===== config.mk =====
export PLATFORM = sky130hd
export DESIGN_NAME = wb_arbiter
export DESIGN_NICKNAME = d
export VERILOG_FILES = /design/src/rtl/wb_arbiter.sv
export SDC_FILE = /design/constraint.sdc
export NUM_CORES = 1
export LEC_CHECK = 0
export ABC_AREA = 0
export CAP_MARGIN = 10
export CORE_AREA = 3 3 94 96
export CTS_CLUSTER_DIAMETER = 200
export DETAILED_ROUTE_END_ITERATION = 12
export DIE_AREA = 0 0 97 99
export HOLD_SLACK_MARGIN = 0.05
export PLACE_DENSITY = 0.85
export SYNTH_ARGS = -nofsm -noshare
export SYNTH_HDL_FRONTEND = slang
export SYNTH_SLANG_ARGS = --single-unit

===== constraint.sdc =====
create_clock -name clk -period 5.9 [get_ports clk]
set_clock_uncertainty 0.15 [all_clocks]
set_input_delay 1.18 -clock clk [delete_from_list [all_inputs] [get_ports clk]]
set_output_delay 1.18 -clock clk [all_outputs]
set_load 0.02 [all_outputs]

===== src/rtl/wb_arbiter.sv =====
// -----------------------------------------------------------------------------
// wb_arbiter
// Writeback arbiter between the execution pipes (0 ALU, 1 LSU, 2 MUL, 3 DIV)
// and the single register-file write port. One pipe is granted per cycle by
// fixed priority (lowest ID wins). A per-pipe wait counter promotes pipes that
// have been denied for STARVE_LIMIT consecutive cycles ahead of fixed priority.
// The granted beat is registered and presented on wb_* for exactly one cycle.
//
// Ports:
//   clk          core clock
//   rst          synchronous active-high reset
//   req_valid    per-pipe result valid
//   req_wr_en    per-pipe register-write flag
//   req_rd       per-pipe destination, pipe i at [i*REG_WIDTH +: REG_WIDTH]
//   req_data     per-pipe result, pipe i at [i*32 +: 32]
//   req_ready    one-hot (or zero) grant, combinational
//   wb_valid     registered: a beat was accepted last cycle
//   wb_wr_en     registered regfile write enable (suppressed for x0)
//   wb_rd        registered destination register
//   wb_wr_data   registered write data
//   wb_pipe_id   registered ID of the granted pipe
// -----------------------------------------------------------------------------
module wb_arbiter #(
   parameter int NUM_PIPES    = 4,
   parameter int REG_WIDTH    = 5,
   parameter int STARVE_LIMIT = 8,
   parameter int CNT_WIDTH    = 4
) (
   input  logic                           clk,
   input  logic                           rst,
   input  logic [NUM_PIPES-1:0]           req_valid,
   input  logic [NUM_PIPES-1:0]           req_wr_en,
   input  logic [NUM_PIPES*REG_WIDTH-1:0] req_rd,
   input  logic [NUM_PIPES*32-1:0]        req_data,
   output logic [NUM_PIPES-1:0]           req_ready,
   output logic                           wb_valid,
   output logic                           wb_wr_en,
   output logic [REG_WIDTH-1:0]           wb_rd,
   output logic [31:0]                    wb_wr_data,
   output logic [1:0]                     wb_pipe_id
);

   localparam logic [CNT_WIDTH-1:0] LIMIT_C = CNT_WIDTH'(STARVE_LIMIT);
   localparam logic                 PROMO_EN = (STARVE_LIMIT != 0);

   logic [CNT_WIDTH-1:0] wait_cnt_q [NUM_PIPES];
   logic [CNT_WIDTH-1:0] wait_cnt_d [NUM_PIPES];

   logic [NUM_PIPES-1:0] starve_s;
   logic [NUM_PIPES-1:0] grant_vec_s;
   logic [1:0]           grant_idx_s;
   logic                 grant_any_s;
   logic [REG_WIDTH-1:0] win_rd_s;
   logic [31:0]          win_data_s;
   logic                 win_wr_en_s;

   logic                 wb_valid_q,   wb_valid_d;
   logic                 wb_wr_en_q,   wb_wr_en_d;
   logic [REG_WIDTH-1:0] wb_rd_q,      wb_rd_d;
   logic [31:0]          wb_wr_data_q, wb_wr_data_d;
   logic [1:0]           wb_pipe_id_q, wb_pipe_id_d;

   // Grant selection: starving requesters first, then plain fixed priority.
   always_comb begin
      starve_s    = '0;
      grant_vec_s = '0;
      grant_idx_s = 2'd0;
      grant_any_s = 1'b0;
      for (int i = 0; i < NUM_PIPES; i++) begin
         starve_s[i] = PROMO_EN && req_valid[i] && (wait_cnt_q[i] >= LIMIT_C);
      end
      // Scan high-to-low so the lowest matching ID is the one left standing.
      if (|starve_s) begin
         for (int i = NUM_PIPES - 1; i >= 0; i--) begin
            if (starve_s[i]) begin
               grant_idx_s = 2'(i);
            end else begin
               grant_idx_s = grant_idx_s;
            end
         end
         grant_any_s = !rst;
      end else if (|req_valid) begin
         for (int i = NUM_PIPES - 1; i >= 0; i--) begin
            if (req_valid[i]) begin
               grant_idx_s = 2'(i);
            end else begin
               grant_idx_s = grant_idx_s;
            end
         end
         grant_any_s = !rst;
      end else begin
         grant_any_s = 1'b0;
      end
      if (grant_any_s) begin
         grant_vec_s[grant_idx_s] = 1'b1;
      end else begin
         grant_vec_s = '0;
      end
   end

   assign req_ready = grant_vec_s;

   // Winner payload mux.
   always_comb begin
      win_rd_s    = req_rd[int'(grant_idx_s)*REG_WIDTH +: REG_WIDTH];
      win_data_s  = req_data[int'(grant_idx_s)*32 +: 32];
      // A write to x0 is consumed but never reaches the register file.
      win_wr_en_s = req_wr_en[grant_idx_s] && (win_rd_s != {REG_WIDTH{1'b0}});
   end

   // Next state for the output beat register and the wait counters.
   always_comb begin
      if (grant_any_s) begin
         wb_valid_d   = 1'b1;
         wb_wr_en_d   = win_wr_en_s;
         wb_rd_d      = win_rd_s;
         wb_wr_data_d = win_data_s;
         wb_pipe_id_d = grant_idx_s;
      end else begin
         wb_valid_d   = 1'b0;
         wb_wr_en_d   = 1'b0;
         wb_rd_d      = wb_rd_q;
         wb_wr_data_d = wb_wr_data_q;
         wb_pipe_id_d = wb_pipe_id_q;
      end
      for (int i = 0; i < NUM_PIPES; i++) begin
         if (grant_vec_s[i] || !req_valid[i]) begin
            wait_cnt_d[i] = '0;
         end else if (wait_cnt_q[i] != {CNT_WIDTH{1'b1}}) begin
            wait_cnt_d[i] = wait_cnt_q[i] + CNT_WIDTH'(1);
         end else begin
            wait_cnt_d[i] = wait_cnt_q[i];
         end
      end
   end

   // State registers with synchronous reset; reset drops any beat in flight.
   always_ff @(posedge clk) begin
      if (rst) begin
         wb_valid_q   <= 1'b0;
         wb_wr_en_q   <= 1'b0;
         wb_rd_q      <= '0;
         wb_wr_data_q <= 32'd0;
         wb_pipe_id_q <= 2'd0;
         for (int i = 0; i < NUM_PIPES; i++) begin
            wait_cnt_q[i] <= '0;
         end
      end else begin
         wb_valid_q   <= wb_valid_d;
         wb_wr_en_q   <= wb_wr_en_d;
         wb_rd_q      <= wb_rd_d;
         wb_wr_data_q <= wb_wr_data_d;
         wb_pipe_id_q <= wb_pipe_id_d;
         for (int i = 0; i < NUM_PIPES; i++) begin
            wait_cnt_q[i] <= wait_cnt_d[i];
         end
      end
   end

   assign wb_valid   = wb_valid_q;
   assign wb_wr_en   = wb_wr_en_q;
   assign wb_rd      = wb_rd_q;
   assign wb_wr_data = wb_wr_data_q;
   assign wb_pipe_id = wb_pipe_id_q;

endmodule


==> run_results.csv <==
group,metric,value,unit
synth,synthFlopType,"dfxtp_1",
routing,wl_per_cell,18.34,um
layout,synthToLayoutAreaGrowth,73.00,%
synth,ys_seq_area_share,35.68,%
min_path,hp-class,"register to register",
floorplanning,die_area,9603,um2
placed_design,port_buffers,202,
synth,synth.distinct_cells,42,
routing,drt_iter0_markers,225,
setup_path,critPathKind,"primary input to output port",
layout,finalInstanceArea,5533,um2
synth,synthCells,322,
setup_path,slowest_delay,0.70,ns
setup_path,crit_fanout,10,
sta,fin_crit,5.018,ns
layout,drive_gt1_share,11.20,%
floorplanning,ios,203,
clocking,cts_setup_buffers,0,
setup_path,cpMostUsedCell,"clkdlybuf4s50_1",
synth,synth.avg_cell_area,9.932,um2
layout,mostFrequentLayoutCells,"clkdlybuf4s50_1 (202), dfxtp_1 (57), nor2_1 (28), mux2i_1 (21), nand2_1 (19)",
sta,setup_ws,0.8822,ns
floorplanning,initial_core_util,39.32,%
setup_path,worstSetupStartpointType,"primary input",
layout,n_antenna_cell,0,
pwr,power.leakage,2.150,nW
clocking,cts_root_buf,"clkbuf_8",
clocking,cts_buffers,9,
clocking,insertion_delay,0.33,ns
routing,via_per_inst,5.389,
sta,fmax,199.3,MHz
global_routing,antenna_found_initial,0,
placed_design,hpwlAfterDp,9085,um
floorplanning,die_w,97,um
routing,dr.pass1.iters,5,
sta,setup_viol,0,
clocking,cts_tree,"yes",
placed_design,placement.cell_area,5314,um2
sta,hold_viol_final,0,
placed_design,place.gp.congestion,0.8946,
floorplanning,core,8134,um2
placed_design,place_ws,0.9051,ns
global_routing,grt_pass1_wl,18310,um
setup_path,arrival,3.69,ns
synth,yosysTopAreaCellShare,35.68,%
synth,synthArstFlopShare,0,%
setup_path,cp.buffers_inverters,2,
run_status,status,"complete, no violations",
routing,via_count,3406,
layout,layout.nets,688,
synth,synth_edf_count,0,
min_path,worstHoldPathCells,2,
setup_path,path_cells,"clkdlybuf4s50_1, or3b_1, a211oi_2, a21oi_4, nor3_2, clkdlybuf4s50_1",
routing,ant_nets,0,
layout,post-route-util,68.02,%
pwr,power_density,206.8,nW/um2
floorplanning,rows,33,
clocking,numClockSinks,57,
setup_path,reg2regPathDepth,6,
clocking,clockBufferDepth,2,
clocking,cts_resized,0,
pwr,fin_total_pwr,1.144,mW
sta,rsz0062_at_grt,"no",
setup_path,crit_slowest_cell,"clkdlybuf4s50_1",
synth,syn_nets,488,
sta,fin_tns_setup,0,ns
sta,worst_slew_pin_slew,1.178,ns
run,cap_violations,0,
setup_path,worstSetupStartpoint,"req_valid[1]",
routing,wl,11590,um
clocking,path_clk_slew,0.06,ns
routing,drc,0,
synth,yosysTopAreaCell,"dfxtp_1",
global_routing,grt_pass1_vias,3513,
layout,fillers,626,
setup_path,crit_path_end_kind,"output port",
setup_path,worst-path-stages,6,
synth,synth-seq-cells,57,
synth,synth_area,3198,um2
global_routing,grt_max_degree,52,
synth,yosysWarnings,0,
min_path,hp-start,"wb_pipe_id[1]",
floorplanning,die_h,99,um
layout,layout_commonest_cell,"clkdlybuf4s50_1",
setup_path,cp.required,4.57,ns
setup_path,rr_startpoint,"wait_cnt_q[2][3]",
synth,synth.area.top_cells,"dfxtp_1 (36%), mux4_2 (9.2%), mux2i_1 (6.6%), mux2_2 (4.9%), a22o_1 (3.8%)",
sta,fin_crit_sh,85.05,%
clocking,htree_levels,3,
clocking,ctsHoldBuffers,0,
global_routing,grt.total_usage,23.92,%
pwr,vdd_drop_max,152.3,uV
sta,drv_slew,0,
sta,relSlewSlack,21.16,%
global_routing,grt.overflow.total,0,
setup_path,path_delay_family,"buffers and inverters",
==> path summary, 6_finish.rpt <==
check / to / slack, ns
min reg2reg: wb_pipe_id[1] / 0.30
max: req_ready[3] / 0.88
min: wb_pipe_id[1] / 0.30
max reg2reg: wb_wr_data[8] / 2.94
==> report_power, final <==
| part | leakage (nW) | total (mW) | internal, mW | switching [mW] |
|---|---|---|---|---|
| combinational | 1.57 | 0.316 | 0.194 | 0.123 |
| clock | 0.109 | 0.400 | 0.237 | 0.163 |
| sequential | 0.470 | 0.428 | 0.411 | 0.0162 |
| total | 2.15 | 1.14 | 0.842 | 0.302 |
==> flip-flops by register name, summed over array words and instances, names as in the netlist <==
register and count:
wb_wr_data 32, wb_rd 5, wb_pipe_id 2, wb_valid 1
wb_wr_en 1, wait_cnt_q 16
==> cells in the mapped netlist, types with 4 or more instances <==
library cell and n:
a211oi_1 8, a21oi_1 6, a222oi_1 6, a22o_1 14, a22oi_1 14, a2bb2oi_1 6
a31oi_1 4, buf_2 9, clkbuf_1 6, dfxtp_1 57, ha_1 8, inv_1 12
mux2_1 6, mux2_2 14, mux2i_1 21, mux4_2 13, nand2_1 19, nand3_1 8
nor2_1 28, nor3_1 5, nor3b_1 4, o211a_1 4, o21ai_0 15, o31ai_1 4
xnor2_1 4
==> kinds of logic after synthesis <==
logic type | count (synthesis) | synth area share (%)
AND/OR/NAND/NOR | 79 | 12.01
buffers and inverters | 32 | 4.577
flip-flops | 57 | 35.68
XOR/XNOR | 4 | 1.095
AO/OA/AOI/OAI | 88 | 20.74
multiplexers | 54 | 22.77
adder cells (fa/ha/maj) | 8 | 3.130
==> per-stage QoR <==
step | std cells | hold slack (ns)
final | 632 | 0.2961
after global placement | 616 | 0.2820
after CTS | 632 | 0.2966
after detailed placement | 616 | 0.2877
after global routing | 632 | 0.3077
after floorplan | 322 | 0.3331
==> tightest hold or removal path: stages, from the launching register on <==
cell and delay [ns]:
dfxtp_1 0.31, nand2_1 0.05, nand2_1 0.04
==> metal layers <==
metal  track usage [%]  wire length (um)
met1             26.95              4492
met2             44.96              6229
met3             7.431               751
met4             3.888               115
met5                 0                 0
==> layout make-up <==
class	count	area (um2)	share of cell area, %
Inverter	13	48.80	0.8820
Clock inverter	7	95.09	1.719
Multi-Input combinational cell	233	1926	34.80
Sequential cell	57	1141	20.62
Tap cell	105	131.4	2.374
Clock buffer	9	123.9	2.239
Timing Repair Buffer	208	2067	37.36
Note: power is estimated with default switching activity, not from simulation.
